**src/rtl/drawing_phase_sequencer_if.sv**
```systemverilog
// Control inputs and decoded strobe outputs of the drawing phase sequencer.
// The sequencer is the slave; the pixel timing logic and the datapath are on the master side.
interface drawing_phase_sequencer_if #(
    parameter int LAYERS = 1,
    parameter int PHASES = 4
);
    localparam int PW = ($clog2(PHASES) < 1) ? 1 : $clog2(PHASES);

    logic              enable;
    logic              sync;
    logic              one_shot;
    logic              start;
    logic [LAYERS-1:0] refresh_data_out;
    logic              refresh_vga_out;
    logic [PW-1:0]     phase;
    logic              busy;
    logic              cycle_done;

    modport master (
        output enable, sync, one_shot, start,
        input  refresh_data_out, refresh_vga_out, phase, busy, cycle_done
    );

    modport slave (
        input  enable, sync, one_shot, start,
        output refresh_data_out, refresh_vga_out, phase, busy, cycle_done
    );
endinterface

```
**src/rtl/drawing_phase_sequencer.sv**
```systemverilog
// Per-pixel phase sequencer: layer fetch strobes, then the VGA colour load, then settle phases.
// Moore outputs, one clock from sync/start to phase 0; enable=0 stalls and holds the current phase.
module drawing_phase_sequencer #(
    parameter int LAYERS      = 1,
    parameter int DATA_PHASES = 2,
    parameter int PHASES      = 4
) (
    input logic                     clk,
    input logic                     reset,
    drawing_phase_sequencer_if.slave bus
);
    localparam int PW = ($clog2(PHASES) < 1) ? 1 : $clog2(PHASES);
    localparam logic [PW-1:0] LAST_PH = PW'(PHASES - 1);
    localparam logic [PW-1:0] VGA_PH  = PW'(LAYERS * DATA_PHASES);

    if ((LAYERS < 1) || (LAYERS > 4)) begin : g_bad_layers
        $error("drawing_phase_sequencer: LAYERS must be in 1..4");
    end
    if ((DATA_PHASES < 1) || (DATA_PHASES > 4)) begin : g_bad_data_phases
        $error("drawing_phase_sequencer: DATA_PHASES must be in 1..4");
    end
    if ((PHASES < LAYERS * DATA_PHASES + 1) || (PHASES > 16)) begin : g_bad_phases
        $error("drawing_phase_sequencer: PHASES must be in LAYERS*DATA_PHASES+1..16");
    end

    typedef enum logic [1:0] {
        S_IDLE  = 2'd0,
        S_RUN   = 2'd1,
        S_STALL = 2'd2
    } state_t;

    state_t            r_state;
    state_t            w_state_nxt;
    logic [PW-1:0]     r_ph;
    logic [PW-1:0]     w_ph_nxt;
    logic              w_run;
    logic              w_last;
    logic [LAYERS-1:0] w_data;

    always_ff @(posedge clk) begin
        if (!reset) begin
            r_state <= S_IDLE;
            r_ph    <= '0;
        end else begin
            r_state <= w_state_nxt;
            r_ph    <= w_ph_nxt;
        end
    end

    assign w_last = (r_ph == LAST_PH);

    // sync outranks every state rule, including a stall with enable still low
    always_comb begin
        w_state_nxt = r_state;
        w_ph_nxt    = r_ph;
        if (bus.sync) begin
            w_state_nxt = S_RUN;
            w_ph_nxt    = '0;
        end else begin
            case (r_state)
                S_IDLE: begin
                    w_ph_nxt = '0;
                    if (!bus.one_shot || bus.start) begin
                        w_state_nxt = S_RUN;
                    end
                end
                S_RUN: begin
                    if (!bus.enable) begin
                        w_state_nxt = S_STALL;
                    end else if (w_last) begin
                        w_ph_nxt = '0;
                        if (bus.one_shot) begin
                            w_state_nxt = S_IDLE;
                        end
                    end else begin
                        w_ph_nxt = r_ph + PW'(1);
                    end
                end
                S_STALL: begin
                    if (bus.enable) begin
                        w_state_nxt = S_RUN;
                    end
                end
                default: begin
                    w_state_nxt = S_IDLE;
                    w_ph_nxt    = '0;
                end
            endcase
        end
    end

    assign w_run = (r_state == S_RUN);

    // Layer k owns the phase window [k*DATA_PHASES, (k+1)*DATA_PHASES)
    for (genvar k = 0; k < LAYERS; k++) begin : g_layer
        localparam logic [PW-1:0] LO = PW'(k * DATA_PHASES);
        localparam logic [PW-1:0] HI = PW'((k + 1) * DATA_PHASES);
        if (k == 0) begin : g_first
            assign w_data[k] = w_run && (r_ph < HI);
        end else begin : g_rest
            assign w_data[k] = w_run && (r_ph >= LO) && (r_ph < HI);
        end
    end

    assign bus.refresh_data_out = w_data;
    assign bus.refresh_vga_out  = w_run && (r_ph == VGA_PH);
    assign bus.cycle_done       = w_run && w_last;
    assign bus.busy             = (r_state != S_IDLE);
    assign bus.phase            = (r_state == S_IDLE) ? '0 : r_ph;
endmodule
```
**src/flat_wrapper.sv**
```systemverilog
// flat-port wrapper written by rule: the top's interface ports become plain ports
module drawing_phase_sequencer_flat 
#(
    parameter int LAYERS      = 1,
    parameter int DATA_PHASES = 2,
    parameter int PHASES      = 4
)
  (clk, reset, bus_enable, bus_sync, bus_one_shot, bus_start, bus_refresh_data_out, bus_refresh_vga_out, bus_phase, bus_busy, bus_cycle_done);
  drawing_phase_sequencer_if #(.LAYERS(LAYERS), .PHASES(PHASES)) bus_i ();
  input logic clk;
  input logic reset;
  input wire logic [$bits(bus_i.enable)-1:0] bus_enable;
  input wire logic [$bits(bus_i.sync)-1:0] bus_sync;
  input wire logic [$bits(bus_i.one_shot)-1:0] bus_one_shot;
  input wire logic [$bits(bus_i.start)-1:0] bus_start;
  output wire logic [$bits(bus_i.refresh_data_out)-1:0] bus_refresh_data_out;
  output wire logic [$bits(bus_i.refresh_vga_out)-1:0] bus_refresh_vga_out;
  output wire logic [$bits(bus_i.phase)-1:0] bus_phase;
  output wire logic [$bits(bus_i.busy)-1:0] bus_busy;
  output wire logic [$bits(bus_i.cycle_done)-1:0] bus_cycle_done;
  assign bus_i.enable = bus_enable;
  assign bus_i.sync = bus_sync;
  assign bus_i.one_shot = bus_one_shot;
  assign bus_i.start = bus_start;
  assign bus_refresh_data_out = bus_i.refresh_data_out;
  assign bus_refresh_vga_out = bus_i.refresh_vga_out;
  assign bus_phase = bus_i.phase;
  assign bus_busy = bus_i.busy;
  assign bus_cycle_done = bus_i.cycle_done;
  drawing_phase_sequencer #(.LAYERS(LAYERS), .DATA_PHASES(DATA_PHASES), .PHASES(PHASES)) u_core (.clk(clk), .reset(reset), .bus(bus_i));
endmodule
```
**config.mk**
```make
export PLATFORM = sky130hd
export DESIGN_NAME = drawing_phase_sequencer_flat
export DESIGN_NICKNAME = d
export VERILOG_FILES = /design/src/rtl/drawing_phase_sequencer_if.sv /design/src/rtl/drawing_phase_sequencer.sv /design/src/flat_wrapper.sv
export SDC_FILE = /design/constraint.sdc
export NUM_CORES = 1
export LEC_CHECK = 0
export BUFFER_PORTS_ARGS = -buffer_cell sky130_fd_sc_hd__buf_2
export CORE_AREA = 2 2 39 41
export CTS_CLUSTER_SIZE = 28
export DETAILED_ROUTE_END_ITERATION = 7
export DIE_AREA = 0 0 41 43
export GPL_TIMING_DRIVEN = 0
export RECOVER_POWER = 100
export SLEW_MARGIN = 30
export SYNTH_ARGS = -nofsm -noshare
export SYNTH_HDL_FRONTEND = slang
export SYNTH_SLANG_ARGS = --single-unit
```
**constraint.sdc**
```tcl
create_clock -name clk -period 1.3 [get_ports clk]
set_clock_uncertainty 0.05 [all_clocks]
set_input_delay 0.325 -clock clk [delete_from_list [all_inputs] [get_ports clk]]
set_output_delay 0.325 -clock clk [all_outputs]
set_load 0.05 [all_outputs]
```
==> run summary <==
Chip Width -> 41 µm
Proportion of power drawn by combinational gates -> 34.5%
Portion of synthesized cell area occupied by the leading cell type -> 27.4%
Largest area contributor in the netlist -> sky130_fd_sc_hd__dfxtp_1
GRT met1 Usage -> 12.5%
Clock root cell -> sky130_fd_sc_hd__clkbuf_4
Yosys warnings -> 0
Largest buffer count on any clock path -> 2
Class of the tightest hold or removal check -> in2reg
Synthesized flop and latch total -> 4
Post-synthesis async set-or-reset flop share -> 0%
Number of inserted filler cells in the final layout -> 148
Clock network fraction of design power -> 36.2%
Count of maximum capacitance violations -> 0
Slowest library cell on the worst path -> sky130_fd_sc_hd__dfxtp_2
Pin count of the biggest net entering global routing -> 7
Global-route usage over all layers -> 11.5%
Arrival time of the worst setup path -> 1120 ps
Placeable core area -> 1380 µm²
Met3 routing resource usage after global routing -> 4.71%
Number of library cell types mapped by synthesis -> 22
Largest driver fanout on the critical path -> 5
Most area-consuming cells after synthesis -> sky130_fd_sc_hd__dfxtp_1, sky130_fd_sc_hd__and2_1, sky130_fd_sc_hd__ha_1
CP Cell Sequence -> or2_4 -> and2_4 -> buf_8
Maximum level of the CTS H-tree -> 1
Maximum clock frequency -> 667 MHz
Final period demand of the worst path -> 1500 ps
Full die area -> 1760 µm²
Effective utilization at floorplan -> 21.2%
Met2 Usage GRT -> 17.2%
Area of combinational cells with multiple inputs -> 234 µm²
Overflow left after global routing -> 0
Count of buffers from port buffering -> 11
Power density relative to cell area -> 905 nW/µm²
Remaining routing DRC violations -> 0
Leakage power of the design -> 0.220 nW
Worst Max-Slew Pin Slew -> 218 ps
Tightest slew margin relative to the limit -> 85.4%
Data required, critical path -> 930 ps
Detailed-route via count -> 317
Area after DPL -> 378 µm²
Antenna-violating nets left -> 0
Final Hold Vio Count -> 0
Die extent in y -> 43 µm
Number of nets in the finished design -> 62
Global routing's busiest layer -> met2
Final critical-path share of the clock period -> 115%
Maximum VDD drop -> 0.000361 V
Placed Cells incl. Taps -> 60
Sw power -> 0.157 mW
Top-Level Pins -> 12
DRT Pass-1 Iters -> 4
Register Area -> 90.1 µm²
Critical Path Start Type -> flop
Initial antenna violation count -> 0
WL final -> 752 µm
Number of core rows -> 14
Starting DRC count in detailed routing -> 2
Proportion of total power due to net switching -> 33.4%
Power Internal -> 0.313 mW
Top flip-flop cell by instance count after synthesis -> sky130_fd_sc_hd__dfxtp_1
Share of layout cells above drive strength 1 -> 67.3%
Placer congestion estimate -> 0.735
Maximum single-stage delay on the critical path -> 330 ps
Failing checks -> negative setup slack
Sequential area share after synthesis -> 27.4%
Clock tree from TritonCTS -> built
Number of standard cells in the final layout excluding fillers -> 68
Instance count of the mapped netlist -> 33
Final core utilization -> 37.5%
Result of the run -> complete, but fails checks
Layout-stage area growth over the synthesis result -> 77.4%
Number of setup violations in the final report -> 6
Critical path class -> reg2out
First-pass GRT wire length -> 1.34 mm
Setup repair after global routing missed its margin -> true
Cts bufs inserted -> 3
Average routed wire per standard cell -> 11.1 µm
Avg Cell Area, Syn -> 8.87 µm²
Insertion delay to the later sink of the worst-skew pair -> 250 ps
Number of global-route vias before repair -> 333
Number of enable-type register cells in the synthesized netlist -> 0
Sequential cell fraction of total power -> 29.2%
Post-synth net total -> 41
Post-DR vias/cell -> 4.66
Slack of the critical path -> -198 ps
Antenna diode count -> 0
Layout Cell Area excl Fill -> 519 µm²
Type of element capturing the critical path -> primary output
TritonCTS Sinks -> 4
Count of pins over their slew limit -> 0
Summed instance area of the synthesized netlist -> 293 µm²
Clock transition at the registers of the reported paths -> 40 ps
==> layout by cell type (no fill, tap or decap), drive strengths merged, types with 2 or more instances in the layout <==
| cell | n |
|---|---|
| clkbuf | 3 |
| and2 | 4 |
| ha | 2 |
| nand2 | 3 |
| dfxtp | 4 |
| nand2b | 3 |
| buf | 16 |
| nor2 | 2 |
==> repair_timing <==
item | CTS | global route
buffers inserted | 5 | 0
resized for setup | 29 | 3
hold buffers | 0 | 0
pin swaps | 5 | 0
endpoints found under the setup margin | 6 | 6
==> cell families (layout without fill, tap and decap cells) <==
group           after synthesis  in the layout  share of synthesized area, %
compound gates                4              4                          10.3
fa+ha+maj                     2              2                          8.55
buf+inv                       1             20                          1.28
flops                         4              4                          27.4
mux                           1              1                          3.42
simple gates                 21             21                          49.1
==> per-stage QoR <==
step	setup slack [ps]	total power [mW]	hold slack [ps]	TNS [ps]
6_report	-198	0.470	268	-950
5_1_grt	-230	0.490	286	-1120
4_1_cts	-185	0.455	262	-926
3_5_place_dp	-85.6	0.255	503	-299
3_3_place_gp	-68.7	0.255	493	-264
2_1_floorplan	-56.8	0.227	348	-114
==> routing by layer <==
metal	part of all wire [%]	up-vias	wire (µm)
met5	0	-	0
met4	3.2	0	24
met3	6.5	3	49
met2	49	12	370
met1	41	146	306
li1	-	156	-
==> synth_stat cells (all sizes together) (2+ instances only) <==
cell and count:
and2 4, dfxtp 4, ha 2, nand2 3, nand2b 3, nor2 2
==> worst max-delay path, delay by kind of cell (launching register included) <==
kind | cells | cell delay [ps]
AND/OR/NAND/NOR | 2 | 400
flip-flops | 1 | 330
buffers and inverters | 1 | 140
==> path summary, 6_finish.rpt <==
check / startpoint / end / slack, ps / cells after the start
worst max-delay path: u_core.r_state[1] / bus_phase[1] / -200 / 3
worst min-delay path: bus_sync / u_core.r_state[0] / 270 / 3
worst max register to register: u_core.r_ph[0] / u_core.r_ph[1] / 130 / 4
worst min register to register: u_core.r_ph[0] / u_core.r_ph[0] / 460 / 2
==> power by group through the flow <==
stage / clock [mW] / sequential [mW] / combinational (mW)
floorplan: 0 / 0.140 / 0.0868
global placement: 0 / 0.142 / 0.113
detailed placement: 0 / 0.142 / 0.113
CTS: 0.163 / 0.137 / 0.155
global route: 0.177 / 0.138 / 0.174
finish: 0.170 / 0.137 / 0.162
==> cell type report <==
class	count	area share (%)
Clock buffer	3	4.34
Inverter	1	0.723
Multi-Input combinational cell	28	45.1
Sequential cell	4	17.3
Tap cell	16	3.86
Timing Repair Buffer	16	28.7
==> flip-flops by register name (all words and copies together) (netlist names) <==
signal          cells
u_core.r_ph         2
u_core.r_state      2
(Power assumes the default switching activity.)
